==> src/rtl/axis_multi_gate_controller_if.sv <==
// AXI4-Stream command channel for the multi-gate controller.
// Master drives tdata/tvalid, the controller returns a one-cycle tready.
interface axis_multi_gate_controller_if #(
    parameter int DATA_WIDTH = 224
);
    logic [DATA_WIDTH-1:0] tdata;
    logic                  tvalid;
    logic                  tready;

    modport master (
        output tdata,
        output tvalid,
        input  tready
    );

    modport slave (
        input  tdata,
        input  tvalid,
        output tready
    );
endinterface

==> src/rtl/axis_multi_gate_controller.sv <==
// Multi-gate pulse controller: one timing command per stream beat.
// Optional GATE_CONTROLLER_PRELOAD_EN accepts the next command at the ending wrap.
module axis_multi_gate_controller #(
    parameter int CNTR_WIDTH  = 32,
    parameter int NUM_GATES   = 2,
    parameter int REPS_WIDTH  = 16,
    parameter int POFF_WIDTH  = 32,
    parameter int LEVEL_WIDTH = 16
) (
    input  logic                       aclk,
    input  logic                       areset,
    axis_multi_gate_controller_if.slave s_axis,
    output logic [POFF_WIDTH-1:0]      poff,
    output logic [LEVEL_WIDTH-1:0]     level,
    output logic [NUM_GATES-1:0]       dout,
    output logic                       busy,
    output logic                       period_tick
);
    localparam int TDATA_WIDTH =
        CNTR_WIDTH*(1+2*NUM_GATES)+REPS_WIDTH+POFF_WIDTH+LEVEL_WIDTH;
    localparam int REPS_LSB  = CNTR_WIDTH*(1+2*NUM_GATES);
    localparam int POFF_LSB  = REPS_LSB + REPS_WIDTH;
    localparam int LEVEL_LSB = POFF_LSB + POFF_WIDTH;

    typedef enum logic {
        IDLE,
        RUN
    } state_t;

    state_t                  state_q, state_d;
    logic [TDATA_WIDTH-1:0]  cmd_q, cmd_d;
    logic [CNTR_WIDTH-1:0]   cntr_q, cntr_d;
    logic [REPS_WIDTH-1:0]   rep_q, rep_d;
    logic [NUM_GATES-1:0]    dout_q, dout_d;
    logic                    tready_q, tready_d;
    logic                    tick_q, tick_d;
    logic                    busy_q;

    logic [CNTR_WIDTH-1:0]   period;
    logic [REPS_WIDTH-1:0]   reps;
    logic [NUM_GATES-1:0]    start_hit;
    logic [NUM_GATES-1:0]    stop_hit;
    logic                    wrap;
    logic                    last;

    assign period = cmd_q[CNTR_WIDTH-1:0];
    assign reps   = cmd_q[REPS_LSB +: REPS_WIDTH];
    assign wrap   = (cntr_q == period);
    assign last   = (rep_q == reps);

    assign s_axis.tready = tready_q;
    assign poff          = cmd_q[POFF_LSB +: POFF_WIDTH];
    assign level         = cmd_q[LEVEL_LSB +: LEVEL_WIDTH];
    assign dout          = dout_q;
    assign busy          = busy_q;
    assign period_tick   = tick_q;

    // Per-gate start/stop compares against the running counter.
    always_comb begin
        start_hit = '0;
        stop_hit  = '0;
        for (int g = 0; g < NUM_GATES; g++) begin
            start_hit[g] = (cntr_q == cmd_q[CNTR_WIDTH*(1+2*g) +: CNTR_WIDTH]);
            stop_hit[g]  = (cntr_q == cmd_q[CNTR_WIDTH*(2+2*g) +: CNTR_WIDTH]);
        end
    end

    // Next-state logic: command accept, period counting, gate set/clear.
    always_comb begin
        state_d  = state_q;
        cmd_d    = cmd_q;
        cntr_d   = cntr_q;
        rep_d    = rep_q;
        dout_d   = dout_q;
        tready_d = 1'b0;
        tick_d   = 1'b0;
        unique case (state_q)
            IDLE: begin
                if (s_axis.tvalid) begin
                    tready_d = 1'b1;
                    cmd_d    = s_axis.tdata;
                    cntr_d   = '0;
                    rep_d    = '0;
                    dout_d   = '0;
                    state_d  = RUN;
                end
            end
            RUN: begin
                if (wrap) begin
                    cntr_d = '0;
                    dout_d = '0;
                    tick_d = 1'b1;
                    if (last) begin
`ifdef GATE_CONTROLLER_PRELOAD_EN
                        // tready_q guard keeps a beat still in transfer from
                        // being taken twice when the command is one cycle long.
                        if (s_axis.tvalid && !tready_q) begin
                            tready_d = 1'b1;
                            cmd_d    = s_axis.tdata;
                            rep_d    = '0;
                        end else begin
                            state_d = IDLE;
                        end
`else
                        state_d = IDLE;
`endif
                    end else begin
                        rep_d = rep_q + 1'b1;
                    end
                end else begin
                    cntr_d = cntr_q + 1'b1;
                    for (int g = 0; g < NUM_GATES; g++) begin
                        if (stop_hit[g]) begin
                            dout_d[g] = 1'b0;
                        end else if (start_hit[g]) begin
                            dout_d[g] = 1'b1;
                        end
                    end
                end
            end
            default: state_d = IDLE;
        endcase
    end

    // State and output registers, cleared asynchronously.
    always_ff @(posedge aclk or posedge areset) begin
        if (areset) begin
            state_q  <= IDLE;
            cmd_q    <= '0;
            cntr_q   <= '0;
            rep_q    <= '0;
            dout_q   <= '0;
            tready_q <= 1'b0;
            tick_q   <= 1'b0;
            busy_q   <= 1'b0;
        end else begin
            state_q  <= state_d;
            cmd_q    <= cmd_d;
            cntr_q   <= cntr_d;
            rep_q    <= rep_d;
            dout_q   <= dout_d;
            tready_q <= tready_d;
            tick_q   <= tick_d;
            busy_q   <= (state_d == RUN);
        end
    end
endmodule
==> src/flat_wrapper.sv <==
// flat-port wrapper written by rule: the top's interface ports become plain ports
module axis_multi_gate_controller_flat 
#(
    parameter int CNTR_WIDTH  = 32,
    parameter int NUM_GATES   = 2,
    parameter int REPS_WIDTH  = 16,
    parameter int POFF_WIDTH  = 32,
    parameter int LEVEL_WIDTH = 16
)
  (aclk, areset, poff, level, dout, busy, period_tick, s_axis_tdata, s_axis_tvalid, s_axis_tready);
  axis_multi_gate_controller_if s_axis_i ();
  input  logic aclk;
  input  logic areset;
  output logic [POFF_WIDTH-1:0] poff;
  output logic [LEVEL_WIDTH-1:0] level;
  output logic [NUM_GATES-1:0] dout;
  output logic busy;
  output logic period_tick;
  input wire logic [$bits(s_axis_i.tdata)-1:0] s_axis_tdata;
  input wire logic [$bits(s_axis_i.tvalid)-1:0] s_axis_tvalid;
  output wire logic [$bits(s_axis_i.tready)-1:0] s_axis_tready;
  assign s_axis_i.tdata = s_axis_tdata;
  assign s_axis_i.tvalid = s_axis_tvalid;
  assign s_axis_tready = s_axis_i.tready;
  axis_multi_gate_controller #(.CNTR_WIDTH(CNTR_WIDTH), .NUM_GATES(NUM_GATES), .REPS_WIDTH(REPS_WIDTH), .POFF_WIDTH(POFF_WIDTH), .LEVEL_WIDTH(LEVEL_WIDTH)) u_core (.aclk(aclk), .areset(areset), .s_axis(s_axis_i), .poff(poff), .level(level), .dout(dout), .busy(busy), .period_tick(period_tick));
endmodule
==> config.mk <==
export PLATFORM = sky130hd
export DESIGN_NAME = axis_multi_gate_controller_flat
export DESIGN_NICKNAME = d
export VERILOG_FILES = /design/src/rtl/axis_multi_gate_controller_if.sv /design/src/rtl/axis_multi_gate_controller.sv /design/src/flat_wrapper.sv
export SDC_FILE = /design/constraint.sdc
export NUM_CORES = 1
export LEC_CHECK = 0
export BUFFER_PORTS_ARGS = -buffer_cell sky130_fd_sc_hd__buf_2
export CORE_AREA = 2 2 155 157
export CTS_BUF_LIST = sky130_fd_sc_hd__clkbuf_8
export DETAILED_ROUTE_END_ITERATION = 10
export DIE_AREA = 0 0 157 159
export GPL_ROUTABILITY_DRIVEN = 1
export MAX_ROUTING_LAYER = met4
export PLACE_DENSITY = 0.92
export SETUP_SLACK_MARGIN = 0.1
export SLEW_MARGIN = 20
export SYNTH_ARGS = -nofsm -noshare
export SYNTH_HDL_FRONTEND = slang
export SYNTH_SLANG_ARGS = --single-unit
==> constraint.sdc <==
create_clock -name aclk -period 19.7 [get_ports aclk]
set_input_delay 2.955 -clock aclk [delete_from_list [all_inputs] [get_ports aclk]]
set_output_delay 2.955 -clock aclk [all_outputs]
set_load 0.03 [all_outputs]
# Yosys cells after proc, flatten, opt, wreduce, memory -nomap -nowiden
# Index checks and enable logic that the tools add are counted.
totals:
  out_inout_bits: 53
  regBits: 277
  in_bits: 227
  word_cells: 47
op_classes:
  bitwise: 1
  reduce_logical: 4
  muxes: 21
  eq_ne: 11
  n_addsub: 2
ops:
  columns: ["cell", "count"]
  rows:
  - ["32-bit == test", 5]
  - ["32-bit two-way mux", 2]
  - ["32-bit one-hot mux with 2 select lines", 1]
  - ["16-bit two-way mux", 3]
  - ["32-bit by 1-bit adder with 32-bit output (second input constant)", 1]
  - ["16-bit one-hot mux with 2 select lines", 1]
  - ["16-bit by 1-bit adder with 16-bit output (second input constant)", 1]
  - ["16-bit == test", 1]
  - ["1-bit two-way mux", 10]
  - ["4-bit != test (second input constant)", 2]
  - ["2-bit != test (second input constant)", 3]
  - ["2-bit AND reduction", 3]
  - ["2-bit two-way mux", 2]
  - ["2-bit one-hot mux with 2 select lines", 1]
  - ["3-bit AND reduction", 1]
  - ["1-bit one-hot mux with 2 select lines", 1]
  - ["1-bit inverter", 1]

# Depth between registers and ports, before layout
# Gate-level depths: netlist (run 1).
logic_depth:
  depth_word: 5
  mapped_depth: 9
  mapped_depth_nobuf: 7

# Worst setup path after synthesis (run 1)
# Ideal clock, no wire load.
synth_timing:
  path_kind: "input-to-reg"
  from: "in s_axis_tvalid"
  to: "reg u_core.cmd_q[44]"
  required_time_ns: 19.575
  slack_ns: 15.261
  cell_stages: 5
  setup_ns: 0.125
  arrival_ns: 4.314
  path_cell_list: "nor2b_1 clkbuf_1 clkbuf_1 buf_1 mux2_2"
synth_between:
  elab_chain_cells: 1
synth_rtl:
  columns: ["item", "line", "rtl"]
  rows:
  - ["start, declared", "flat_wrapper.sv:20", "input wire logic [$bits(s_axis_i.tvalid)-1:0] s_axis_tvalid;"]
  - ["2-bit AND reduction (no source line)", null, null]
  - ["end signal, assigned", "axis_multi_gate_controller.sv:138", "cmd_q <= cmd_d;"]
  - ["end, declared", "axis_multi_gate_controller.sv:31", "logic [TDATA_WIDTH-1:0] cmd_q, cmd_d;"]
# Every way passes these cells.
# A chain may end at the register's enable or synchronous reset.

# Worst setup path in the final report (run 1)
layout_timing:
  from: "in s_axis_tvalid"
  to: "reg u_core.cmd_q[45]"
# Same word-level chain as after synthesis.

==> results.tsv, run 1 <==
metric	value	unit
worst hold path endpoint	u_core.cmd_q[206]	
Worst VDD drop	0.00006178	V
IO Pins	280	
Critical Path RT	20.14	ns
Critical Path End Type	register	
Yosys warning total	0	
CTS clk-pin slew, worst paths	0.06	ns
Fill cells	1584	
Critical R2R Launch	u_core.cntr_q[17]	
Worst Hold Class	register to register	
CTS Hold Buffers Added	0	
final core occ	68.82	%
unrepaired setup endpoints after global routing	false	
die height	159	µm
TritonCTS buffer count	48	
Mapped Nets	1353	
row count	56	
TritonCTS clock tree	yes	
Fmax achieved	0.2132	GHz
core area	0.02319	mm²
Worst Hold Depth	1	
EDFF count, synth	0	
Setup TNS	0	ns
Worst-Margin Slew	1.230	ns
min Tclk post-route	4.690	ns
PwrDens	99.76	mW/mm²
P&R area growth vs syn	15.54	%
Longest Clk Path Bufs	3	
H-Tree Depth	2	
initial antenna violation count	0	
maxcap violations	0	
worst r2r path cells	6	
final WL	35.34	mm
clk_lat worst skew	0.57	ns
Via Count	9764	
CP max FO	185	
port bufs	279	
share of layout cells above drive strength 1	43.99	%
Slew Limit Headroom	17.99	%
sequential share of the synthesized area	50.18	%
worst hold slack	0.4996	ns
Yosys top cell area share	50.18	%
Hold Startpoint	u_core.cmd_q[206]	
outcome	complete, no violations	
crit path DAT	5.13	ns
crit path buf inv count	3	
DRT antenna net count	0	
routability-driven placement congestion ratio	0.8543	
Root Driver	clkbuf_8	
Avg WL per Cell	20.86	µm
Initial Utilization	59.57	%
Die Wd	157	µm
vias in the first global route	10100	
Slew Viols, Final	0	
most frequent CP cell	buf_12	
Lkg Pwr	0.007328	µW
r2r endpoint	u_core.cntr_q[18]	
Synth Flop Type	dfrtp_1	
DP HPWL	23.30	mm
Syn Area/Cell	12.29	µm²
Cell variety after synth	55	
Final Worst Setup Slack	15.01	ns
vias per cell	5.764	
Starting DRT DRC Count	687	
Post-CTS Setup Repair Bufs	0	
Crit Path Category	input pin to register	
global-route wire length before repair	54.50	mm
crit-path max cell delay	0.53	ns
ranking of synthesized cells by area	dfrtp_1, mux2_2, xnor2_1, xor2_1, buf_4	
Fin. Hold Viols	0	
CP Launch Type	input pin	
total power	1592	µW
share of the cycle needed by the critical path after routing	23.81	%
Reg2Reg Setup Slack	16.58	ns
largest net degree at the start of global routing	186	
DP Worst Slack	14.27	ns
#FFs+latches synth	277	
Mapped Area	0.01381	mm²
Nets	1567	
GR Overflow Total	0	
die area	0.02496	mm²
CP Cell Sequence	buf_2, nor2b_4, buf_12, buf_12, mux2_2	
post-cts gate resize count	0	
Total GRT Usage	29.32	%
clock skew	0.02608	ns
post-synthesis cell count	1124	
delay-heaviest family, CP	buffers and inverters	
DR DRC count	0	
Num Clock Sinks	277	
DR pass1 iterations	5	
leading area contributor after synthesis	dfrtp_1	
Synth async-reset ratio	100.0	%
CP max-delay cell	buf_12	
Final setup viols	0	
-- cell usage in the layout (no fill, tap or decap), types with 15 or more instances in the layout --
cell type / synthesis / final
a21oi_1: 17 / 17
o21ai_0: 18 / 18
nand4_1: 37 / 37
xor2_1: 60 / 60
nor2_1: 23 / 22
nor4_1: 18 / 18
dfrtp_1: 277 / 277
nand3_1: 23 / 23
nand2_1: 48 / 48
buf_2: 22 / 279
clkbuf_8: 0 / 60
inv_1: 10 / 23
mux2_2: 224 / 224
xnor2_1: 121 / 121
a31oi_1: 15 / 15
-- registers in the layout, indices dropped and copies added (netlist names) --
signal	flops
u_core.s_axis.tready	1
u_core.period_tick	1
u_core.cmd_q	224
u_core.cntr_q	32
u_core.dout	2
u_core.state_q	1
u_core.rep_q	16
-- stage by stage --
step	cells	area (µm²)
finish	1694	15960
global route	1692	15960
CTS	1691	15930
detailed placement	1606	14920
global placement	1606	14920
floorplan	1124	13810
-- cells in the mapped netlist (3+ instances only) --
cell and instances:
a21oi_1 17, nand3_1 23, nor4_4 6, buf_4 55
a22o_1 4, nor2_1 23, buf_6 11, xor2_1 60
nor3_1 10, xnor2_1 121, a41oi_1 3, and3_1 11
o21ai_0 18, a32oi_1 3, a31oi_1 15, a211o_1 4
buf_1 5, nand2_1 48, clkbuf_1 31, nand4_1 37
o211ai_1 10, mux2_2 224, buf_2 22, a21o_1 7
inv_1 10, nand2b_1 8, nor4_1 18, or4_1 6
mux2i_1 3, dfrtp_1 277, nor4_2 4
-- logic make-up (layout without fill, tap and decap cells) --
family          after synthesis  count (layout)  synth area share (%)
compound gates               92              92                 4.402
other cells                   0               2                     0
simple gates                211             211                 9.356
fa+ha+maj                     2               2                0.1811
xor+xnor                    181             181                 11.48
buf+inv                     134             383                 5.933
mux                         227             227                 18.48
flops                       277             277                 50.18
-- final cells by class --
class	instances	area [µm²]	area share [%]
flip-flops and latches	277	6932	43.43
multi-input cells	713	6073	38.05
repair buffers	288	1493	9.352
clock buffers	60	825.8	5.174
well taps	319	399.1	2.501
clock inverters	25	188.9	1.184
inverters	10	45.04	0.2822
diodes	2	5.005	0.03136
-- per-layer routing --
| metal | global-route usage (%) | part of all wire, % | up-vias |
|---|---|---|---|
| met3 | 5.716 | 8.9 | 137 |
| met4 | 15.85 | 5.5 | 0 |
| met2 | 47.15 | 49 | 542 |
| li1 | - | - | 4356 |
| met5 | - | 0 | - |
| met1 | 34.73 | 37 | 4729 |
-- power by group --
group          leakage (µW)  internal, µW  switching [µW]
Combinational       0.00333           150             139
Clock              0.000577           313             234
Sequential          0.00342           638             118
Total               0.00733          1100             491
-- worst max-delay path by stage --
stage,startpoint,cells past startpoint,slack (ns),to
3_3_place_gp,s_axis_tvalid,4,14.33,u_core.cmd_q[64]
4_1_cts,s_axis_tvalid,4,14.86,u_core.cmd_q[117]
6_report,s_axis_tvalid,5,15.01,u_core.cmd_q[45]
5_1_grt,s_axis_tvalid,5,15.01,u_core.cmd_q[32]
3_5_place_dp,s_axis_tvalid,4,14.27,u_core.cmd_q[117]
2_1_floorplan,areset,1,9.11,u_core.cmd_q[0]
Power figures use the tool's default switching activity.
==> run 2, diff against run 1 <==
CORE_AREA = 2 2 159 161   (was 2 2 155 157)
DIE_AREA = 0 0 161 163   (was 0 0 157 159)
PLACE_DENSITY = 0.89   (was 0.92)
clock period = 4.4 ns   (was 19.7 ns; I/O delays follow)
==> run 2 against run 1 <==
Routed wire length rose by 0.36%. Clock skew up 0.0098 ns. Clock-buffer cell count is 3 lower. Sequential power rose to 4.4 times the previous value. First-iteration DRC count shrank 12%. Clock power rose to 4.2 times the previous value. Via count down 1.2%. Setup slack lost 14 ns. Die area is 5.1% higher. Combinational power grew to 4.5 times the previous value. Critical path type is now register to register. Largest cell class unchanged. Highest routed layer unchanged.
==> results.tsv, run 2 (synthesized netlist as in run 1, its figures left out) <==
metric	value	unit	change
crit-path max cell delay	0.77	ns	+0.24 ns
die height	163	µm	+2.5%
Crit Path Category	register to register		
clk_lat worst skew	0.57	ns	about the same
commonest cells after routing, fill and taps aside	buf_2, dfrtp_1, mux2_2, xnor2_1, xor2_1		
core area	0.02467	mm²	+6.4%
row count	58		+3.6%
min Tclk post-route	2.953	ns	
Slew Viols, Final	0		unchanged
final WL	35.47	mm	+0.36%
Largest regs	u_core.cmd_q x224, u_core.cntr_q x32, u_core.rep_q x16		
P&R area growth vs syn	15.60	%	about the same
CTS clk-pin slew, worst paths	0.06	ns	about the same
outcome	complete, no violations		
Setup TNS	0	ns	unchanged
Longest Clk Path Bufs	3		unchanged
DP HPWL	25.17	mm	+8.0%
DRT antenna net count	0		unchanged
Top reg by flops	u_core.cmd_q		
area of the multi-input gates	0.006075	mm²	about the same
Nets	1572		+0.32%
worst r2r path cells	6		unchanged
Fill cells	1861		+17%
share of the cycle needed by the critical path after routing	67.12	%	
H-Tree Depth	2		unchanged
largest net degree at the start of global routing	109		-41%
CP Cell Sequence	xor2_1, nor4_2, nand4_2, nor3_4, a41oi_1, a211o_1		
Post-CTS Setup Repair Bufs	0		unchanged
max FFs per register	224		unchanged
Total GRT Usage	27.73	%	-1.6 points
Slew Limit Headroom	44.77	%	+27 points
TritonCTS clock tree	yes		
Starting DRT DRC Count	606		-12%
GR Overflow Total	0		unchanged
ANT cells	0		-2
post-cts gate resize count	0		unchanged
crit path DAT	3.41	ns	-1.72 ns
die area	0.02624	mm²	+5.1%
Num Clock Sinks	277		unchanged
worst hold slack	0.1465	ns	-0.3531 ns
vias per cell	5.653		-1.9%
vias in the first global route	9883		-2.1%
Reg area	0.006932	mm²	unchanged
Lkg Pwr	0.007336	µW	+0.11%
IO Pins	280		unchanged
clock skew	0.03584	ns	+0.009760 ns
Via Count	9649		-1.2%
Root Driver	clkbuf_8		
CP max FO	22		-88%
Final setup viols	0		unchanged
Die Wd	161	µm	+2.5%
routability-driven placement congestion ratio	0.9556		+12%
Worst-Margin Slew	0.8209	ns	-0.4092 ns
Critical Path End Type	register		
share of layout cells above drive strength 1	44.08	%	+0.090 points
Fmax achieved	0.3386	GHz	
Critical Path RT	4.86	ns	-15.28 ns
global-route wire length before repair	53.94	mm	-1.0%
CP max-delay cell	dfrtp_1		
Reg2Reg Setup Slack	1.45	ns	-15.13 ns
TritonCTS buffer count	46		-4.2%
unrepaired setup endpoints after global routing	false		
Worst VDD drop	0.0002774	V	+350%
r2r endpoint	u_core.rep_q[3]		
port bufs	279		unchanged
initial antenna violation count	0		unchanged
worst setup path startpoint	u_core.cntr_q[12]		
Critical R2R Launch	u_core.cntr_q[12]		
PwrDens	435.4	mW/mm²	+340%
maxcap violations	0		unchanged
DR pass1 iterations	6		+1
CP endpoint	u_core.rep_q[3]		
Avg WL per Cell	20.78	µm	-0.41%
Worst Hold Class	input pin to async pin		
DR DRC count	0		unchanged
CP Launch Type	register		
commonest non-fill, non-tap cell in the layout	buf_2		
CTS Hold Buffers Added	0		unchanged
Initial Utilization	55.99	%	-3.6 points
Fin. Hold Viols	0		unchanged
[run 2: cell count changes in the layout (fill, tap and decap cells not counted), moves of 2 or more]
cell,change
clkbuf_8,-3
buf_4,+6
buf_12,+2
inv_1,+2
diode_2,-2
[run 2: report_power, final]
group | switching (µW) | internal, µW | total, µW
clock | 1020 | 1280 | 2300
sequential | 507 | 2860 | 3360
combinational | 612 | 674 | 1290
[run 2: worst max-delay path, delay by kind of cell, from the launching register on]
family | cells | cell delay, ns
AO/OA/AOI/OAI | 2 | 0.55
XOR/XNOR | 1 | 0.16
AND/OR/NAND/NOR | 3 | 1.34
flip-flops | 1 | 0.77
[run 2: worst min path at each step]
stage,end,slack (ns),depth (start not counted),startpoint
after CTS,u_core.cmd_q[59],0.15,2,areset
after detailed placement,u_core.cmd_q[222],0.49,1,u_core.cmd_q[222]
after floorplan,u_core.cmd_q[176],0.48,1,u_core.cmd_q[176]
after global placement,u_core.cmd_q[179],0.48,1,u_core.cmd_q[179]
after global routing,u_core.cmd_q[57],0.18,2,areset
final,u_core.cmd_q[59],0.15,2,areset
[run 2: final cells by class]
class | count | share of cell area [%]
clock buffers | 57 | 4.913
well taps | 330 | 2.586
clock inverters | 25 | 0.9872
multi-input cells | 713 | 38.04
repair buffers | 295 | 9.810
inverters | 10 | 0.2586
flip-flops and latches | 277 | 43.41
[run 2: through the flow]
| stage | cell area, µm² | cells | setup slack (ns) | power, µW | utilization (%) |
|---|---|---|---|---|---|
| floorplan | 13820 | 1124 | 0.07465 | 4315 | - |
| global placement | 15030 | 1625 | 1.543 | 4639 | 60.90 |
| detailed placement | 15030 | 1625 | 1.492 | 4678 | 60.90 |
| CTS | 15970 | 1707 | 1.476 | 6990 | 64.72 |
| global route | 15970 | 1707 | 1.331 | 7268 | 64.72 |
| finish | 15970 | 1707 | 1.447 | 6953 | 64.72 |
[run 2: layer usage]
metal / share of wire [%] / global-route usage, % / wire length (µm) / up-vias
li1: - / - / - / 4347
met1: 40 / 33.54 / 14190 / 4738
met2: 49 / 45.86 / 17380 / 449
met3: 6.9 / 5.526 / 2446 / 115
met4: 4.1 / 11.44 / 1455 / 0
met5: 0 / - / 0 / -
==> run 3, diff against run 2 <==
CORE_AREA = 2 2 166 168   (was 2 2 159 161)
DIE_AREA = 0 0 168 170   (was 0 0 161 163)
PLACE_DENSITY = 0.86   (was 0.89)
clock period = 2.4 ns   (was 4.4 ns; I/O delays follow)
==> run 3 against run 2 <==
Clock power is 84% higher. Largest cell class unchanged. Largest power group unchanged. Sequential share of layout area is 3.2 points lower. Setup slack got worse by 1.3 ns. Sequential cell count unchanged. Hold slack lost 0.13 ns. Critical path depth increased by 2. Cell area increased by 8.1%. Core utilization about the same. Total power up 90%. Routed wire length increased by 10%.
==> results.tsv, run 3 (synthesized netlist as in run 1, its figures left out) <==
metric	value	unit	change
outcome	complete, no violations		
Slew Viols, Final	0		unchanged
initial antenna violation count	0		unchanged
min Tclk post-route	2.243	ns	-0.7104 ns
core area	0.02665	mm²	+8.0%
Critical Path RT	2.85	ns	-2.01 ns
crit-path max cell delay	0.41	ns	-0.36 ns
Via Count	10360		+7.4%
post-route cell area	0.01726	mm²	+8.1%
clk_lat worst skew	0.59	ns	+0.02 ns
switching share of total power	31.58	%	+0.82 points
Critical Path End Type	register		
DR pass1 iterations	5		-1
worst hold path endpoint	u_core.cmd_q[38]		
row count	60		+3.4%
CTS clk-pin slew, worst paths	0.06	ns	about the same
port bufs	279		unchanged
Avg WL per Cell	21.11	µm	+1.6%
H-Tree Depth	2		unchanged
Largest regs	u_core.cmd_q x224, u_core.cntr_q x32, u_core.rep_q x16		
share of layout cells above drive strength 1	43.69	%	-0.39 points
CP max-delay cell	dfrtp_1		
final WL	39.13	mm	+10%
Total GRT Usage	28.16	%	+0.43 points
Die Wd	168	µm	+4.3%
DR DRC count	0		unchanged
Worst VDD drop	0.0005111	V	+84%
Root Driver	clkbuf_8		
Psw	4174	µW	+95%
vias per cell	5.588		-1.1%
max FFs per register	224		unchanged
commonest cells after routing, fill and taps aside	buf_2, dfrtp_1, mux2_2, xnor2_1, dlygate4sd3_1		
Lkg Pwr	0.007971	µW	+8.7%
routability-driven placement congestion ratio	1.005		+5.1%
TritonCTS clock tree	yes		
DP Worst Slack	0.2016	ns	-1.291 ns
share of the cycle needed by the critical path after routing	93.46	%	+26 points
clock skew	0.03790	ns	+0.002053 ns
Hold Startpoint	s_axis_tdata[38]		
Flop pwr share	43.5	%	-4.9 points
P&R area growth vs syn	24.92	%	
Final setup viols	0		unchanged
global-route wire length before repair	59.57	mm	+10%
Longest Clk Path Bufs	3		unchanged
Setup TNS	0	ns	unchanged
Critical R2R Launch	u_core.cntr_q[8]		
DP HPWL	26.03	mm	+3.4%
largest net degree at the start of global routing	90		-17%
Final Worst Setup Slack	0.1571	ns	-1.290 ns
CP Launch Type	register		
worst hold slack	0.01223	ns	-0.1342 ns
Crit Path Category	register to register		
Top reg by flops	u_core.cmd_q		
Slew Limit Headroom	64.81	%	+20 points
cell internal pwr	9043	µW	+88%
Initial Utilization	51.84	%	-4.2 points
maxcap violations	0		unchanged
Worst-Margin Slew	0.5230	ns	-0.2979 ns
Reg2Reg Setup Slack	0.16	ns	-1.29 ns
Num Clock Sinks	277		unchanged
Fin. Hold Viols	0		unchanged
combinational share of power	24.5	%	+6.0 points
Nets	1706		+8.5%
GR Overflow Total	0		unchanged
final instance count without filler cells	1854		+8.6%
CP Cell Sequence	xor2_1, nor4_2, nand4_2, buf_6, nor3_4, buf_6, a31oi_1, o22a_1		
die height	170	µm	+4.3%
Fmax achieved	0.4458	GHz	+32%
ANT cells	0		unchanged
Starting DRT DRC Count	629		+3.8%
crit path DAT	2.69	ns	-0.72 ns
PwrDens	765.9	mW/mm²	+76%
clock group share of total power	32.0	%	-1.1 points
vias in the first global route	10870		+10%
post-placement cell count	1681		+3.4%
IO Pins	280		unchanged
Worst Hold Depth	2		
r2r endpoint	u_core.rep_q[15]		
die area	0.02856	mm²	+8.8%
unrepaired setup endpoints after global routing	true		
Post-DP Area	0.01540	mm²	+2.5%
worst r2r path cells	8		+2
TritonCTS buffer count	47		+2.2%
CP max FO	11		-50%
commonest non-fill, non-tap cell in the layout	buf_2		
most frequent CP cell	buf_6		
Worst Hold Class	input pin to register		
DRT antenna net count	0		unchanged
-- run 3: power by group through the flow --
| stage | clock network, µW | registers (µW) | logic (µW) |
|---|---|---|---|
| after global routing | 4520 | 5800 | 3450 |
| final | 4230 | 5750 | 3240 |
| after CTS | 4290 | 5730 | 3160 |
| after detailed placement | 0 | 5810 | 3040 |
| after floorplan | 0 | 5600 | 2310 |
| after global placement | 0 | 5780 | 2970 |
-- run 3: what timing repair did --
item,CTS,global route
setup buffers,0,4
resized for setup,0,9
hold buffers,84,0
setup endpoints to repair,0,11
endpoints found under the hold margin,84,0
-- run 3: worst max path at each step --
stage / cells after the start / end / slack, ns / startpoint
5_1_grt: 8 / u_core.rep_q[15] / 0.03 / u_core.cntr_q[8]
3_3_place_gp: 8 / u_core.rep_q[15] / 0.22 / u_core.cntr_q[15]
4_1_cts: 8 / u_core.rep_q[15] / 0.16 / u_core.cntr_q[15]
3_5_place_dp: 8 / u_core.rep_q[15] / 0.20 / u_core.cntr_q[15]
2_1_floorplan: 1 / u_core.cmd_q[0] / -1.63 / areset
6_report: 8 / u_core.rep_q[15] / 0.16 / u_core.cntr_q[8]
-- run 3: layout make-up --
type	instances	area, µm²
clock buffers	61	839.6
repair buffers	428	2815
well taps	341	426.7
multi-input cells	713	6086
clock inverters	24	115.1
flip-flops and latches	277	6933
inverters	10	41.29
fillers	1944	9394
-- run 3: per-stage QoR --
step | utilization [%] | total power [µW]
global placement | 57.79 | 8742
global route | 64.75 | 13770
finish | 64.75 | 13220
CTS | 64.53 | 13190
detailed placement | 57.79 | 8856
floorplan | - | 7910
-- run 3: layer usage --
layer | up-vias | GRT usage [%] | share of wire (%)
met1 | 5063 | 32.83 | 38
met5 | - | - | 0
met4 | 0 | 12.85 | 4.6
met2 | 541 | 47.88 | 50
met3 | 138 | 4.977 | 7.6
li1 | 4619 | - | -
-- run 3: critical path, delay by kind of cell, from the launching register on --
kind	cells	cell delay, ns
and+or+nand+nor	3	0.86
xor gates and xnor gates	1	0.18
AOI/OAI and AO/OA	2	0.29
buffers and inverters	2	0.37
DFF	1	0.41
